==> src/rtl/fb_scanout.sv <==
// Frame-buffer scan-out: raster timing, replicated-pixel RAM addressing and a
// two-stage output pipeline that aligns sync/de/pixel with the RAM read latency.
module fb_scanout #(
    parameter int RAM_DATA_WIDTH = 15,
    parameter int RAM_ADDR_WIDTH = 16,
    parameter int H_ACTIVE  = 640,
    parameter int H_FP      = 16,
    parameter int H_SYNC    = 96,
    parameter int H_BP      = 48,
    parameter int V_ACTIVE  = 480,
    parameter int V_FP      = 10,
    parameter int V_SYNC    = 2,
    parameter int V_BP      = 33,
    parameter int FB_WIDTH  = 240,
    parameter int FB_HEIGHT = 160,
    parameter int SCALE     = 2,
    parameter logic [RAM_DATA_WIDTH-1:0] BORDER_COLOR = '0
) (
    input  logic                      clk,
    input  logic                      reset,
    output logic [RAM_ADDR_WIDTH-1:0] read_addr,
    input  logic [RAM_DATA_WIDTH-1:0] ram_q,
    output logic                      hsync,
    output logic                      vsync,
    output logic                      de,
    output logic [RAM_DATA_WIDTH-1:0] pixel,
    output logic                      frame_start
);

    localparam int H_TOTAL = H_ACTIVE + H_FP + H_SYNC + H_BP;
    localparam int V_TOTAL = V_ACTIVE + V_FP + V_SYNC + V_BP;
    localparam int HW = $clog2(H_TOTAL);
    localparam int VW = $clog2(V_TOTAL);
    localparam int SW = (SCALE > 1) ? $clog2(SCALE) : 1;
    localparam int AW = RAM_ADDR_WIDTH;

    localparam logic [HW-1:0] H_LAST = HW'(H_TOTAL - 1);
    localparam logic [HW-1:0] H_WIN  = HW'(FB_WIDTH * SCALE);
    localparam logic [HW-1:0] H_ACT  = HW'(H_ACTIVE);
    localparam logic [HW-1:0] HS_BEG = HW'(H_ACTIVE + H_FP);
    localparam logic [HW-1:0] HS_END = HW'(H_ACTIVE + H_FP + H_SYNC);
    localparam logic [VW-1:0] V_LAST = VW'(V_TOTAL - 1);
    localparam logic [VW-1:0] V_WIN  = VW'(FB_HEIGHT * SCALE);
    localparam logic [VW-1:0] V_ACT  = VW'(V_ACTIVE);
    localparam logic [VW-1:0] VS_BEG = VW'(V_ACTIVE + V_FP);
    localparam logic [VW-1:0] VS_END = VW'(V_ACTIVE + V_FP + V_SYNC);
    localparam logic [SW-1:0] S_LAST = SW'(SCALE - 1);
    localparam logic [AW-1:0] FBW    = AW'(FB_WIDTH);

    if (SCALE < 1) begin : g_err_scale
        $error("fb_scanout: SCALE must be >= 1");
    end
    if (FB_WIDTH * SCALE > H_ACTIVE) begin : g_err_w
        $error("fb_scanout: scaled FB_WIDTH exceeds H_ACTIVE");
    end
    if (FB_HEIGHT * SCALE > V_ACTIVE) begin : g_err_h
        $error("fb_scanout: scaled FB_HEIGHT exceeds V_ACTIVE");
    end
    if (longint'(FB_WIDTH) * FB_HEIGHT > (longint'(1) << RAM_ADDR_WIDTH)) begin : g_err_a
        $error("fb_scanout: frame buffer does not fit RAM_ADDR_WIDTH");
    end

    typedef struct packed {
        logic win;
        logic act;
        logic hs_n;
        logic vs_n;
        logic fs;
    } flags_t;

    localparam flags_t FLAGS_RST = '{win: 1'b0, act: 1'b0, hs_n: 1'b1, vs_n: 1'b1, fs: 1'b0};

    logic [HW-1:0] h_cnt, h_nxt;
    logic [VW-1:0] v_cnt, v_nxt;
    logic [AW-1:0] fb_x, fb_x_nxt, line_base, lb_nxt, addr_nxt;
    logic [SW-1:0] sx, sx_nxt, sy, sy_nxt;
    logic          in_win, win_nxt;
    flags_t        cur, s1;

    // Next raster position and the address state that goes with it; read_addr
    // is registered alongside the counters so both describe the same pixel.
    always_comb begin
        h_nxt    = h_cnt;
        v_nxt    = v_cnt;
        fb_x_nxt = fb_x;
        sx_nxt   = sx;
        lb_nxt   = line_base;
        sy_nxt   = sy;
        in_win   = (h_cnt < H_WIN) && (v_cnt < V_WIN);
        if (h_cnt == H_LAST) begin
            h_nxt    = '0;
            fb_x_nxt = '0;
            sx_nxt   = '0;
            if (v_cnt == V_LAST) begin
                v_nxt  = '0;
                lb_nxt = '0;
                sy_nxt = '0;
            end else begin
                v_nxt = v_cnt + VW'(1);
                if (v_cnt < V_WIN) begin
                    if (sy == S_LAST) begin
                        sy_nxt = '0;
                        lb_nxt = line_base + FBW;
                    end else begin
                        sy_nxt = sy + SW'(1);
                    end
                end
            end
        end else begin
            h_nxt = h_cnt + HW'(1);
            if (in_win) begin
                if (sx == S_LAST) begin
                    sx_nxt   = '0;
                    fb_x_nxt = fb_x + AW'(1);
                end else begin
                    sx_nxt = sx + SW'(1);
                end
            end
        end
        win_nxt  = (h_nxt < H_WIN) && (v_nxt < V_WIN);
        addr_nxt = win_nxt ? (lb_nxt + fb_x_nxt) : read_addr;
    end

    always_comb begin
        cur      = FLAGS_RST;
        cur.win  = in_win;
        cur.act  = (h_cnt < H_ACT) && (v_cnt < V_ACT);
        cur.hs_n = !((h_cnt >= HS_BEG) && (h_cnt < HS_END));
        cur.vs_n = !((v_cnt >= VS_BEG) && (v_cnt < VS_END));
        cur.fs   = (h_cnt == '0) && (v_cnt == '0);
    end

    always_ff @(posedge clk) begin
        if (reset) begin
            h_cnt     <= '0;
            v_cnt     <= '0;
            fb_x      <= '0;
            sx        <= '0;
            line_base <= '0;
            sy        <= '0;
            read_addr <= '0;
        end else begin
            h_cnt     <= h_nxt;
            v_cnt     <= v_nxt;
            fb_x      <= fb_x_nxt;
            sx        <= sx_nxt;
            line_base <= lb_nxt;
            sy        <= sy_nxt;
            read_addr <= addr_nxt;
        end
    end

    // Stage 1 waits out the RAM read; stage 2 registers the display outputs.
    always_ff @(posedge clk) begin
        if (reset) begin
            s1          <= FLAGS_RST;
            hsync       <= 1'b1;
            vsync       <= 1'b1;
            de          <= 1'b0;
            pixel       <= '0;
            frame_start <= 1'b0;
        end else begin
            s1          <= cur;
            hsync       <= s1.hs_n;
            vsync       <= s1.vs_n;
            de          <= s1.act;
            frame_start <= s1.fs;
            if (s1.win)
                pixel <= ram_q;
            else if (s1.act)
                pixel <= BORDER_COLOR;
            else
                pixel <= '0;
        end
    end

endmodule

==> config.mk <==
export PLATFORM = sky130hd
export DESIGN_NAME = fb_scanout
export DESIGN_NICKNAME = d
export VERILOG_FILES = /design/src/rtl/fb_scanout.sv
export SDC_FILE = /design/constraint.sdc
export NUM_CORES = 1
export LEC_CHECK = 0
export CORE_AREA = 5 5 99 101
export CTS_CLUSTER_SIZE = 8
export DETAILED_ROUTE_END_ITERATION = 10
export DIE_AREA = 0 0 104 106
export GPL_TIMING_DRIVEN = 0
export PLACE_DENSITY = 0.88
export SLEW_MARGIN = 10
export SYNTH_ARGS = -nofsm -noshare
export SYNTH_HDL_FRONTEND = slang
export SYNTH_SLANG_ARGS = --single-unit
==> constraint.sdc <==
create_clock -name clk -period 4.2 [get_ports clk]
set_input_delay 0.84 -clock clk [delete_from_list [all_inputs] [get_ports clk]]
set_output_delay 0.84 -clock clk [all_outputs]
set_load 0.01 [all_outputs]
Word level (Yosys, flattened, before mapping):

Cells that the tools add are included.

* register bits after elaboration: 94
* latch bits: 0
* memory bits (writable): 0
* bits in read-only memories: 0
* input port bits: 17
* output and inout bits: 35
* word-level logic and storage cells: 65
* memories: 0

* add/sub/neg operators: 7
* multipliers: 0
* div/mod/pow operators: 0
* magnitude comparators: 10
* eq/ne operators: 2
* shift-type cells: 0
* multiplexer cells: 14
* bitwise logic cells: 1
* reductions and logical operators: 14

Operators by type and width (count)
* 16-bit 2-to-1 mux: 7
* 10-bit by 9-bit < comparator with 1-bit output (second input constant): 6
* 10-bit 2-to-1 mux: 3
* 10-bit by 1-bit adder with 10-bit output (second input constant): 2
* 10-bit equality test (second input constant): 2
* 10-bit logical NOT: 2
* 10-bit < comparator (second input constant): 2
* 16-bit by 1-bit adder with 16-bit output (second input constant): 1
* 16-bit adder: 1
* 16-bit by 8-bit adder with 16-bit output (second input constant): 1
* 10-bit greater-or-equal comparator (second input constant): 1
* 10-bit by 9-bit greater-or-equal comparator with 1-bit output (second input constant): 1
* 1-bit logical AND: 6
* 1-bit 2-to-1 mux: 4
* 2-bit OR reduction: 2
* 1-bit adder (second input constant): 2
* 1-bit logical NOT: 2
* 2-bit AND reduction: 1
* 2-bit nonzero test: 1
* 1-bit inverter: 1

Depth between registers and ports, before layout:

* depth in word-level cells: 6
* depth in mapped cells: 18
* mapped depth without buffers: 15

Worst setup path after synthesis:

Ideal clock, no wire load.

* path type: register to register
* start: reg h_cnt[7]
* end: reg read_addr[15]
* setup time: 79 ps
* arrival: 3769 ps
* required time: 4121 ps
* path slack: 351 ps
* stages on the path, launching flop included: 17
* buffers on the path: 2
* clock period less this slack: 3849 ps
* cell sequence: dfxtp_1 > buf_6 > or4b_1 > buf_2 > nor3_1 > nand4_1 > or2_2 > xor2_1 > nor2_1 > ha_1 > a21o_1 > a21o_1 > a221o_1 > a21oi_1 > o21ai_0 > xnor2_1 > a211oi_2

* elaborated cells between the ends (all ways): 13
* those cells by class: 2 x add/sub; 3 x order compare; 1 x eq/ne; 5 x mux; 2 x reduce/logical

RTL lines
* start: declaration: RTL line 73 `logic [HW-1:0] h_cnt, h_nxt;`
* start signal: assignment: RTL line 143 `h_cnt <= h_nxt;`
* 10-bit equality test: RTL line 90 `if (h_cnt == H_LAST) begin`
* 16-bit 2-to-1 mux: RTL line 90
* via lb_nxt[11]: RTL line 75 `logic [AW-1:0] fb_x, fb_x_nxt, line_base, lb_nxt, addr_nxt;`
* 16-bit adder: RTL line 121 `addr_nxt = win_nxt ? (lb_nxt + fb_x_nxt) : read_addr;`
* end signal: assignment: RTL line 149 `read_addr <= addr_nxt;`
* end: declaration: RTL line 21 `output logic [RAM_ADDR_WIDTH-1:0] read_addr,`

The timed path passes the listed nets, and every way through them passes these cells.
A chain may end at the register's enable or synchronous reset.

Worst setup path after layout:

* start: reg h_cnt[0]
* end: reg read_addr[15]

* word-level cells in the longest chain between the ends: 5
* elaborated cells between the ends (all ways): 13
* those cells by class: 2 x add/sub; 3 x order compare; 1 x eq/ne; 5 x mux; 2 x reduce/logical

RTL lines
* 10-bit by 9-bit < comparator with 1-bit output: RTL line 89 `in_win = (h_cnt < H_WIN) && (v_cnt < V_WIN);`
* 1-bit logical AND: RTL line 89
* 16-bit 2-to-1 mux: RTL line 111 `if (in_win) begin`
* 16-bit 2-to-1 mux *: RTL line 90
* via fb_x_nxt[2]: RTL line 75
* 16-bit adder *: RTL line 121

The timed path passes the listed nets; every way through them passes the cells marked *.

==> reports/metrics.cfg <==
[sta]
rsz0062_at_grt=false
timing.fmax_mhz=250
period_minus_slack_ps=4000
relSlewSlack_pct=49.7
finalHoldViolations=0
tightest_slew_ps=754
setup_viol=0
fin_ws_ps=203
slew_viol_final=0
period_share_pct=95.2
fin_skew_ps=11.9

[floorplanning]
start_util_pct=52.9
num_rows=35
pin_count=52
die_h_um=106
die_area_um2=11000
core_area_um2=8930
dieWidth_um=104

[synth]
async_reset_ff_share_pct=0
synth.area.mux_share_pct=2.97
syn-instance-count=545
netlist_area_um2=4720
synth_top_area_cell=dfxtp_1
syn-num-nets=584
synthSimpleGateAreaFrac_pct=28.2
syn_area_per_cell_um2=8.67
synth_cell_type_count=56
yosysWarnings=0
synth_compound_area_share_pct=9.88
synth_top_family_by_area=simple AND/OR/NAND/NOR gates
synth_seq_cells=94
synth_flop_cell=dfxtp_1
synth_edf_count=0
synth_common_cells=dfxtp_1 (94), nor2_1 (85), nor3_1 (32)
synth_xor_area_share_pct=9.64
synth_fa_ha_area_share_pct=5.99
yosysSeqAreaShare_pct=39.8
yosysTopAreaCellShare_pct=39.8
synth_area_leaders=dfxtp_1 (40%), nor2_1 (6.8%), ha_1 (5.6%)
yosysMostFrequentCell=dfxtp_1

[cts]
cts.sinks=94
clock_latency_ps=380
cts_buffer_depth=2
cts_hold_buf=0
root_buffer=clkbuf_8
h-tree-depth=3
cts_made_buffers=9
clk_pin_slew_ps=100
tritoncts=done

[job]
drv_cap=0

[critical_path]
path_common_cell=o21ai_0
cp_cell_sequence=ha_1 -> and4_2 -> nand2_1 -> nor2_2 -> clkbuf_4 -> buf_2 -> nor2_1 -> ha_1 -> o21ai_0 -> o21ai_0 -> o211a_1 -> o41ai_2 -> o21ai_0 -> xnor2_1 -> a211oi_2
required_ps=4500
slowest_stage=dfxtp_1
critPathKind=reg2reg
critPathMaxFanout=10
cp.arrival_ps=4300
end_kind=register
critical-path-max-stage-delay_ps=430
critPathLaunchType=register

[worst_hold_path]
min_path_type=reg2reg

[power]
p_per_area_nw_per_um2=281
leakage_nw=2.27
total_power_mw=1.58
max-vdd-ir-drop_mv=0.224

[outcome]
outcome=finished, final reports clean

[drt]
drt-total-wl_mm=11.2
ant_nets=0
drt_iter0_drc=263
drtPass1Iterations=6
num_vias=4145
drc_errors=0
wl_per_cell_um=15.5
via_per_inst=5.74

[global_routing]
grt_pass1_wl_mm=19.0
groute.usage.overall_pct=20.6
grt_max_degree=17
grt_pass1_vias=4055
antenna_found_initial=0
grt_overflow_total=0

[finish]
antenna-diode-count=0
fin_util_pct=62.8
area_delta_synth_final_pct=18.8
fin_nets=645
drive_above_1_share_pct=8.51

[placed_design]
place_ws_ps=-567
place_congestion=0.913
portBuffers=50
hpwl_mm=8.03

[what timing repair did]
action	in CTS	in global routing
hold endpoints to repair	0	0
gates resized for setup	6	13
pin swaps	0	1
buffers inserted	0	2
endpoints found under the setup margin	9	9
cloned	0	0
[registers in the layout, indices dropped and copies added, names as in the netlist, 5 cells and up]
signal	flops
fb_x	16
h_cnt	10
line_base	16
pixel	15
read_addr	16
s1	5
v_cnt	10
[layout by cell type (no fill, tap or decap), drive strengths merged, types with 3 or more instances in the layout]
cell and instances:
dfxtp 94, nor2 87, clkdlybuf4s50 50, nor3 32
xnor2 28, clkbuf 26, nand3 25, nand2 24
xor2 24, and2 21, ha 21, a21oi 19
inv 16, mux2i 14, nand4 11, nor2b 11
o21ai 10, buf 9, or2 8, and3 8
a211oi 8, o31ai 6, or3 5, and4 5
nor4 5, o21a 4, nor4b 3, a21o 3
o31a 3, clkinv 3
[worst max-delay path: cells and delay by family, from the launching register on]
family	cells	cell delay [ps]
AOI/OAI and AO/OA	6	1410
adders and majority gates	2	600
and+or+nand+nor	4	770
buffers and inverters	2	530
xor gates and xnor gates	1	180
DFF	1	430
[through the flow]
step / TNS, ps / hold slack [ps] / instances / cell area, um^2
3_3_place_gp: -1450 / 395 / 706 / 5360
3_5_place_dp: -2580 / 402 / 706 / 5360
2_1_floorplan: 0 / 389 / 545 / 4720
4_1_cts: 0 / 424 / 721 / 5570
5_1_grt: 0 / 445 / 722 / 5610
6_report: 0 / 420 / 722 / 5610
[path summary, 6_finish.rpt]
kind	endpoint	slack, ps	startpoint	cells after the start
setup / recovery	read_addr[15]$_SDFFE_PP0P_	200	h_cnt[0]$_SDFF_PP0_	15
hold / removal	hsync$_SDFF_PP1_	420	s1[2]$_SDFF_PP1_	1
setup reg to reg	read_addr[15]$_SDFFE_PP0P_	200	h_cnt[0]$_SDFF_PP0_	15
hold reg to reg	hsync$_SDFF_PP1_	420	s1[2]$_SDFF_PP1_	1
[metal layers]
layer / GRT usage, % / vias up / wire [um]
li1: - / 2010 / -
met1: 25.2 / 1962 / 4910
met2: 35.4 / 149 / 5400
met3: 3.89 / 24 / 549
met4: 8.79 / 0 / 291
met5: 0 / - / 0
[final cells by class]
type / count / area (um^2)
fillers: 755 / 3320
flip-flops and latches: 94 / 1880
well taps: 111 / 139
multi-input cells: 411 / 2720
clock buffers: 10 / 138
repair buffers: 52 / 515
clock inverters: 6 / 46.3
inverters: 15 / 56.3
plain buffers: 23 / 110
[where the power goes]
part           internal, mW  switching, mW
clock                 0.234          0.339
combinational        0.0461         0.0418
sequential            0.907        0.00919
total                  1.19          0.390
[cell families after synthesis]
| kind of cell | Yosys count |
|---|---|
| mux | 14 |
| compound gates | 65 |
| simple gates | 258 |
| xor+xnor | 52 |
| flops | 94 |
| buf+inv | 40 |
| fa+ha+maj | 22 |
No activity file was read; power rests on OpenSTA's default activity.
